### config.mk
export PLATFORM = sky130hd
export DESIGN_NAME = mbist_march_ctrl
export DESIGN_NICKNAME = d
export VERILOG_FILES = /design/src/rtl/mbist_march_ctrl_pkg.sv /design/src/rtl/mbist_march_ctrl_updn_cnt.sv /design/src/rtl/mbist_march_ctrl.sv
export SDC_FILE = /design/constraint.sdc
export NUM_CORES = 1
export LEC_CHECK = 0
export CORE_UTILIZATION = 54
export CTS_BUF_LIST = sky130_fd_sc_hd__clkbuf_16
export CTS_CLUSTER_SIZE = 8
export DETAILED_ROUTE_END_ITERATION = 10
export HOLD_SLACK_MARGIN = 0.06
export PLACE_DENSITY = 0.86
export SLEW_MARGIN = 15
export SYNTH_ARGS = -nofsm -noshare
export SYNTH_HDL_FRONTEND = slang
export SYNTH_SLANG_ARGS = --single-unit
### constraint.sdc
create_clock -name clk -period 5.2 [get_ports clk]
set_input_delay 1.3 -clock clk [delete_from_list [all_inputs] [get_ports clk]]
set_output_delay 1.3 -clock clk [all_outputs]
set_load 0.02 [all_outputs]
### src/rtl/mbist_march_ctrl_pkg.sv
// Shared types and the March C- element table for the MBIST march controller.
// Elements are looked up by index; each one carries its direction, read/write backgrounds and ops.
package mbist_march_ctrl_pkg;

    typedef enum logic [2:0] {
        ST_IDLE = 3'd0,
        ST_LOAD = 3'd1,
        ST_RD   = 3'd2,
        ST_CMP  = 3'd3,
        ST_WR   = 3'd4,
        ST_DONE = 3'd5
    } state_t;

    // op_mask[1] = element reads each address, op_mask[0] = element writes it
    localparam logic [1:0] OP_W  = 2'b01;
    localparam logic [1:0] OP_R  = 2'b10;
    localparam logic [1:0] OP_RW = 2'b11;

    typedef struct packed {
        logic       dir_up;
        logic       rd_val;
        logic       wr_val;
        logic [1:0] op_mask;
    } elem_t;

    localparam int NUM_ELEM = 6;

    localparam elem_t MC_E0 = '{dir_up: 1'b1, rd_val: 1'b0, wr_val: 1'b0, op_mask: OP_W};
    localparam elem_t MC_E1 = '{dir_up: 1'b1, rd_val: 1'b0, wr_val: 1'b1, op_mask: OP_RW};
    localparam elem_t MC_E2 = '{dir_up: 1'b1, rd_val: 1'b1, wr_val: 1'b0, op_mask: OP_RW};
    localparam elem_t MC_E3 = '{dir_up: 1'b0, rd_val: 1'b0, wr_val: 1'b1, op_mask: OP_RW};
    localparam elem_t MC_E4 = '{dir_up: 1'b0, rd_val: 1'b1, wr_val: 1'b0, op_mask: OP_RW};
    localparam elem_t MC_E5 = '{dir_up: 1'b1, rd_val: 1'b0, wr_val: 1'b0, op_mask: OP_R};

    localparam elem_t [NUM_ELEM-1:0] MARCH_TBL = {MC_E5, MC_E4, MC_E3, MC_E2, MC_E1, MC_E0};

    function automatic elem_t elem_lookup(input logic [2:0] idx);
        elem_t e;
        e = MARCH_TBL[0];
        if (idx < 3'(NUM_ELEM)) begin
            e = MARCH_TBL[idx];
        end
        return e;
    endfunction

endpackage

### src/rtl/mbist_march_ctrl_updn_cnt.sv
// Parameterised up/down address counter: load has priority over counting, both gated by cen.
// cout flags the terminal count in the currently selected direction.
module mbist_march_ctrl_updn_cnt #(
    parameter int LENGTH = 10
) (
    input  logic              clk,
    input  logic              cen,
    input  logic              ld,
    input  logic              u_d,
    input  logic [LENGTH-1:0] d_in,
    output logic [LENGTH-1:0] q,
    output logic              cout
);

    always_ff @(posedge clk) begin
        if (cen) begin
            if (ld) begin
                q <= d_in;
            end else if (u_d) begin
                q <= q + LENGTH'(1);
            end else begin
                q <= q - LENGTH'(1);
            end
        end
    end

    assign cout = u_d ? (&q) : ~(|q);

endmodule

### src/rtl/mbist_march_ctrl.sv
// March C- memory BIST sequencer: walks six march elements over the address space,
// checks read data against the element background and records the first failing address.
//
// state | meaning
// IDLE  | waiting for start after reset
// LOAD  | preset address counter for the current element
// RD    | read strobe at the current address
// CMP   | compare returned data with the expected background
// WR    | write strobe with the element's background
// DONE  | run finished, results held until start or rst
module mbist_march_ctrl
    import mbist_march_ctrl_pkg::*;
#(
    parameter int ADDR_W = 10,
    parameter int DATA_W = 8
) (
    input  logic              clk,
    input  logic              rst,
    input  logic              start,
    output logic              busy,
    output logic              done,
    output logic              fail,
    output logic [ADDR_W-1:0] fail_addr,
    output logic              mem_cs,
    output logic              mem_we,
    output logic [ADDR_W-1:0] mem_addr,
    output logic [DATA_W-1:0] mem_wdata,
    input  logic [DATA_W-1:0] mem_rdata
);

    localparam logic [ADDR_W-1:0] ADDR_LAST = '1;

    state_t            state_q, state_d;
    logic [2:0]        elem_q, elem_d;
    logic              fail_q, fail_d;
    logic [ADDR_W-1:0] fail_addr_q, fail_addr_d;

    elem_t             cur;
    logic              has_rd, has_wr;
    logic              last_addr;
    logic              mismatch;
    state_t            seq_next_state;
    logic [2:0]        seq_next_elem;

    logic              cnt_cen, cnt_ld, cnt_ud, cnt_cout;
    logic [ADDR_W-1:0] cnt_din, cnt_q;

    assign cur       = elem_lookup(elem_q);
    assign has_rd    = cur.op_mask[1];
    assign has_wr    = cur.op_mask[0];
    assign last_addr = cur.dir_up ? (cnt_q == ADDR_LAST) : (cnt_q == '0);
    assign mismatch  = (mem_rdata != {DATA_W{cur.rd_val}});

    mbist_march_ctrl_updn_cnt #(
        .LENGTH (ADDR_W)
    ) u_cnt (
        .clk  (clk),
        .cen  (cnt_cen),
        .ld   (cnt_ld),
        .u_d  (cnt_ud),
        .d_in (cnt_din),
        .q    (cnt_q),
        .cout (cnt_cout)
    );

    // Destination once the current address has finished its per-address ops.
    always_comb begin
        seq_next_state = has_rd ? ST_RD : ST_WR;
        seq_next_elem  = elem_q;
        if (last_addr) begin
            if (elem_q == 3'(NUM_ELEM - 1)) begin
                seq_next_state = ST_DONE;
            end else begin
                seq_next_state = ST_LOAD;
                seq_next_elem  = elem_q + 3'd1;
            end
        end
    end

    always_comb begin
        cnt_cen = 1'b0;
        cnt_ld  = 1'b0;
        cnt_ud  = cur.dir_up;
        cnt_din = '0;
        if (rst) begin
            cnt_cen = 1'b1;
            cnt_ld  = 1'b1;
        end else begin
            case (state_q)
                ST_LOAD: begin
                    cnt_cen = 1'b1;
                    cnt_ld  = 1'b1;
                    cnt_din = cur.dir_up ? '0 : ADDR_LAST;
                end
                ST_WR:   cnt_cen = 1'b1;
                ST_CMP:  cnt_cen = ~has_wr;
                default: cnt_cen = 1'b0;
            endcase
        end
    end

    always_comb begin
        state_d     = state_q;
        elem_d      = elem_q;
        fail_d      = fail_q;
        fail_addr_d = fail_addr_q;
        case (state_q)
            ST_IDLE, ST_DONE: begin
                if (start) begin
                    state_d     = ST_LOAD;
                    elem_d      = 3'd0;
                    fail_d      = 1'b0;
                    fail_addr_d = '0;
                end
            end
            ST_LOAD: state_d = has_rd ? ST_RD : ST_WR;
            ST_RD:   state_d = ST_CMP;
            ST_CMP: begin
                if (mismatch) begin
                    fail_d = 1'b1;
                    if (!fail_q) begin
                        fail_addr_d = cnt_q;
                    end
                end
                if (has_wr) begin
                    state_d = ST_WR;
                end else begin
                    state_d = seq_next_state;
                    elem_d  = seq_next_elem;
                end
            end
            ST_WR: begin
                state_d = seq_next_state;
                elem_d  = seq_next_elem;
            end
            default: state_d = ST_IDLE;
        endcase
    end

    always_ff @(posedge clk) begin
        if (rst) begin
            state_q     <= ST_IDLE;
            elem_q      <= 3'd0;
            fail_q      <= 1'b0;
            fail_addr_q <= '0;
        end else begin
            state_q     <= state_d;
            elem_q      <= elem_d;
            fail_q      <= fail_d;
            fail_addr_q <= fail_addr_d;
        end
    end

    assign busy      = (state_q == ST_LOAD) || (state_q == ST_RD) ||
                       (state_q == ST_CMP)  || (state_q == ST_WR);
    assign done      = (state_q == ST_DONE);
    assign fail      = fail_q;
    assign fail_addr = fail_addr_q;
    assign mem_cs    = (state_q == ST_RD) || (state_q == ST_WR);
    assign mem_we    = (state_q == ST_WR);
    assign mem_addr  = cnt_q;
    assign mem_wdata = ((state_q == ST_WR) && cur.wr_val) ? '1 : '0;

    // Terminal count must agree with the compare-based last-address detect inside an element.
    property p_cout_matches_last;
        @(posedge clk) disable iff (rst)
        (state_q inside {ST_RD, ST_CMP, ST_WR}) |-> (cnt_cout == last_addr);
    endproperty
    a_cout_matches_last: assert property (p_cout_matches_last);

endmodule

# Word-level counts from Yosys, hierarchy flattened
# Memory sizes are Yosys's and may differ from the RTL's. A register that Yosys moved wholly into a read port is not among the register bits.
# Cells that the tools add are included.
[word_totals]
mem_count = 1
word_cells = 71
latch_bits = 0
register_bits = 27
rom_bits = 40
input_bits = 11
output_inout_bits = 33
mem_bits_rw = 0
[op_classes]
n_shift = 0
addsub = 3
reduce_logical = 14
bitwise = 1
order_cmp = 2
mul = 0
div = 0
muxes = 33
eq_ne = 12
[mem_list]
columns = ["memory", "depth", "width", "rd", "rd_clocked_by_memory_dff", "wr", "line", "text"]
rows = [
  ["(name not given)", 8, 5, 1, 1, 0, "mbist_march_ctrl_pkg.sv:41", "e = MARCH_TBL[idx];"],
]
[op_table]
columns = ["op", "n"]
rows = [
  ["$mux W10", 8],
  ["$mux W3", 11],
  ["$pmux W10 S2", 1],
  ["$pmux W3 S5", 1],
  ["$add A10 B1 Y10 const B", 1],
  ["$eq A10 B10 Y1 const B", 1],
  ["$logic_not A10 Y1", 1],
  ["$mux W5", 2],
  ["$sub A10 B1 Y10 const B", 1],
  ["$eq A3 B3 Y1 const B", 3],
  ["$pmux W3 S3", 1],
  ["$mux W8", 1],
  ["$ne A2 B2 Y1 const B", 4],
  ["$ne A8 B8 Y1", 1],
  ["$eq A3 B2 Y1 const B", 2],
  ["$mux W1", 6],
  ["$reduce_and A3 Y1", 2],
  ["$logic_or A1 B1 Y1", 4],
  ["$lt A3 B4 Y1 const B", 1],
  ["$pmux W1 S2", 2],
  ["$reduce_and A4 Y1", 1],
  ["$reduce_or A2 Y1", 2],
  ["$add A3 B1 Y3 const B", 1],
  ["$eq A3 B1 Y1 const B", 1],
  ["other kinds (6)", 6],
]

# Logic depth before layout (Yosys ltp)
[depth]
ltp_word = 9
mapped_depth = 11
mapped_depth_nobuf = 9

# Cells and area by module
# Synthesis repeated with hierarchy kept, for this count alone.
[unflattened]
hier_cells = 274
area_unflattened_um2 = 2414.8
[modules_own_cells]
columns = ["module", "n_inst", "area_per_inst_um2", "seq_area_each_um2", "cells_each"]
rows = [
  ["mbist_march_ctrl", 1, 1458.9, 440.4, 170],
  ["mbist_march_ctrl_updn_cnt", 1, 955.9, 300.3, 104],
]

# Least setup slack after synthesis
# OpenSTA, ideal clock, no wires.
[synth_timing]
path_type = "flip-flop to output port"
from = "reg state_q[2]"
to = "out mem_wdata[1]"
arrival_ps = 1772
t_required_ps = 3900
path_buffers = 2
slack_ps = 2128
path_stages_with_launch = 6
cell_sequence = "dfxtp_1 -> clkbuf_1 -> nand2b_1 -> nor2_1 -> and3_1 -> buf_4"
[synth_between]
elab_chain_len = 3
[synth_rtl]
columns = ["item", "line", "text"]
rows = [
  ["from (decl)", "mbist_march_ctrl.sv:33", "state_t state_q, state_d;"],
  ["from (signal assigned)", "mbist_march_ctrl.sv:147", "state_q <= state_d;"],
  ["$eq A3 B3 Y1", "n/a", ""],
  ["via mem_we", "mbist_march_ctrl.sv:25", "output logic mem_we,"],
  ["$logic_and A1 B1 Y1", "mbist_march_ctrl.sv:162", "assign mem_wdata = ((state_q == ST_WR) && cur.wr_val) ? '1 : '0;"],
  ["$mux W8", "mbist_march_ctrl.sv:162", ""],
  ["to (decl)", "mbist_march_ctrl.sv:27", "output logic [DATA_W-1:0] mem_wdata,"],
]
# The timed path passes the listed nets, and every way through them passes these cells.

# Worst setup path in the final report
[layout_timing]
from = "reg state_q[2]"
to = "out mem_wdata[0]"
[layout_between]
elab_chain_len = 3
[layout_rtl]
columns = ["item", "line"]
rows = [
  ["$eq A3 B3 Y1", "mbist_march_ctrl.sv:162"],
  ["$logic_and A1 B1 Y1", "mbist_march_ctrl.sv:162"],
  ["$mux W8", "mbist_march_ctrl.sv:162"],
]
# No other way between the ends.

==> impl_metrics.toml <==
[setup_path]
cp.required_ns = 3.90
critPathLaunch = "state_q[2]"
cp_slowest_stage_delay_ns = 0.66
cp.arrival_ns = 2.21
reg2reg_from = "elem_q[1]"
cp-start-kind = "register"
path_class = "reg2out"
critical_path.endpoint_type = "output port"
r2r_setup_slack_ns = 2.66
rr_worst_depth = 7
crit_chain = "nand2b_1, nor2_1, and3_1, clkdlybuf4s50_1"
cpMaxStageDelayCell = "clkdlybuf4s50_1"
worstPathMaxFanout = 12

[sta]
setup_slack_ns = 1.692
timing.slew.headroom = 0.4449
fin_crit_sh = 0.6746
tightest_slew_ns = 0.8326
clock_skew_ns = 0.008375
finalHoldViolCount = 0
setup_violations = 0
max_clock_freq_ghz = 0.2851
min_period_ns = 3.508
rsz0062_at_grt = "no"
hold_ws_ns = 0.5102
report.final.slew_viol_count = 0
fin_tns_setup_ns = 0

[route]
drc = 0
initialDrtViolationCount = 145
vias = 1887
wl_per_cell_um = 14.90
first_pass_iters = 4
routed_wl_um = 4738
antenna_left = 0
vias_per_cell = 5.934

[placed_design]
post-dp-hpwl_um = 3218
pre_cts_ws_ns = 1.826
gp_congestion = 0.9045
io_buffers = 43
dp.cells = 310
placed_area_um2 = 2382

[grt]
grt_pass1_wl_um = 8004
antenna_found_initial = 0
first_global_vias = 1719
track_usage = 0.2588
grt_max_degree = 28
grt-ovfl-total = 0

[synth]
ys_warn_count = 0
synth_area_um2 = 2004
syn_avg_cell_area_um2 = 8.317
synth-async-reset-ratio = 0
ys_types = 54
netlist_instances = 241
synthesis.nets = 255
ys_ff_latch = 32
ys.flop_type = "dfxtp_1"
synth-seq-area-share = 0.3695
synth_edf_count = 10

[hold_path]
worstHoldPathType = "reg2reg"
whs_path_depth = 2
min_from = "fail_addr[0]"

[clocking]
clkLatencyLatePin_ns = 0.28
cts_setup_buffers = 0
cts_resized = 0
clk_pin_slew_ns = 0.05
clock_sinks = 32
cts.path.max_buffers = 2
h-tree-depth = 2
cts_tree = "built"
numCtsBuffers = 5
cts_hold_buf = 0
cts_root_buf = "clkbuf_16"

[floorplanning]
die_y_um = 62.93
core-area_um2 = 3442
start_util = 0.5823
die-area_um2 = 3960
die_x_um = 62.93
io_pins = 44
rows = 21

[layout]
syn_to_final_growth_pct = 25.72
final_common_cell = "clkdlybuf4s50_1"
num-fill-cells = 254
final_cells = 318
final_cell_mix = "43 x clkdlybuf4s50_1, 33 x nor2_1, 24 x a21oi_1"
stdcell_area_um2 = 2520
drive_above_1_share = 0.06985
antenna_cells = 0
fin_nets = 285

[power]
power.leakage_nw = 0.8752
peakVddDrop_mv = 0.2624
power_density_nw_per_um2 = 278.3

[run_status]
status = "completed"

[job]
drv_cap = 0
## synth_stat cells (all sizes together) (3+ instances only)
master	number	area (um2)
nor4	6	58.80
buf	14	98.84
ha	3	37.54
a21oi	25	128.9
nand3	4	20.02
xnor2	8	70.07
nor3	6	30.03
inv	5	18.76
nand2	15	56.30
and3	3	18.77
a31oi	3	18.77
a21o	3	22.52
clkbuf	9	33.78
o21ai	16	80.08
nand2b	7	43.79
nand4	3	25.02
a22oi	12	90.09
or3	6	37.54
dfxtp	22	440.4
nor2	34	130.1
edfxtp	10	300.3
## routing by layer
| metal | vias up | global-route usage | routed length (um) |
|---|---|---|---|
| li1 | 936 | - | - |
| met1 | 863 | 0.3489 | 2174 |
| met2 | 83 | 0.3831 | 2077 |
| met3 | 5 | 0.06934 | 418 |
| met4 | 0 | 0.1163 | 67 |
| met5 | - | 0 | 0 |
## cell type report
cell class | instances | area (um2) | share of cell area
Timing Repair Buffer | 46 | 452.9 | 0.1797
Sequential cell | 32 | 740.7 | 0.2939
Clock buffer | 5 | 125.1 | 0.04965
Tap cell | 46 | 57.56 | 0.02284
Inverter | 5 | 18.77 | 0.007448
Clock inverter | 3 | 12.51 | 0.004965
Multi-Input combinational cell | 181 | 1112 | 0.4414
## per-stage QoR
stage               utilization  power, mW
finish                   0.7321     0.7014
global route             0.7321     0.7324
CTS                      0.7321     0.7027
detailed placement       0.6921     0.4290
global placement         0.6921     0.4263
floorplan                     -     0.3806
## worst paths after layout
kind | endpoint
max | mem_wdata[0]
min | fail_addr[0]
max reg2reg | register
min reg2reg | fail_addr[0]
## report_power, final
group / leakage (nW) / total, mW / switching (mW) / internal [mW]
clock network: 0.0762 / 0.274 / 0.102 / 0.172
logic: 0.516 / 0.121 / 0.0632 / 0.0577
registers: 0.283 / 0.306 / 0.0328 / 0.273
total: 0.875 / 0.701 / 0.198 / 0.503
## worst max-delay path, delay by kind of cell (launching register included)
family                 cells  cell delay, ns
buffers and inverters      1            0.66
flip-flops                 1            0.57
AND/OR/NAND/NOR            3            0.71
## cell families (layout without fill, tap and decap cells)
| kind of cell | Yosys count | after routing | synth area share |
|---|---|---|---|
| AOI/OAI and AO/OA | 75 | 75 | 0.2428 |
| xor gates and xnor gates | 9 | 9 | 0.03933 |
| adders and majority gates | 3 | 3 | 0.01873 |
| buffers and inverters | 28 | 59 | 0.07552 |
| DFF | 32 | 32 | 0.3695 |
| muxes | 2 | 2 | 0.01061 |
| and+or+nand+nor | 92 | 92 | 0.2434 |
Note: power is estimated with default switching activity, not from simulation.
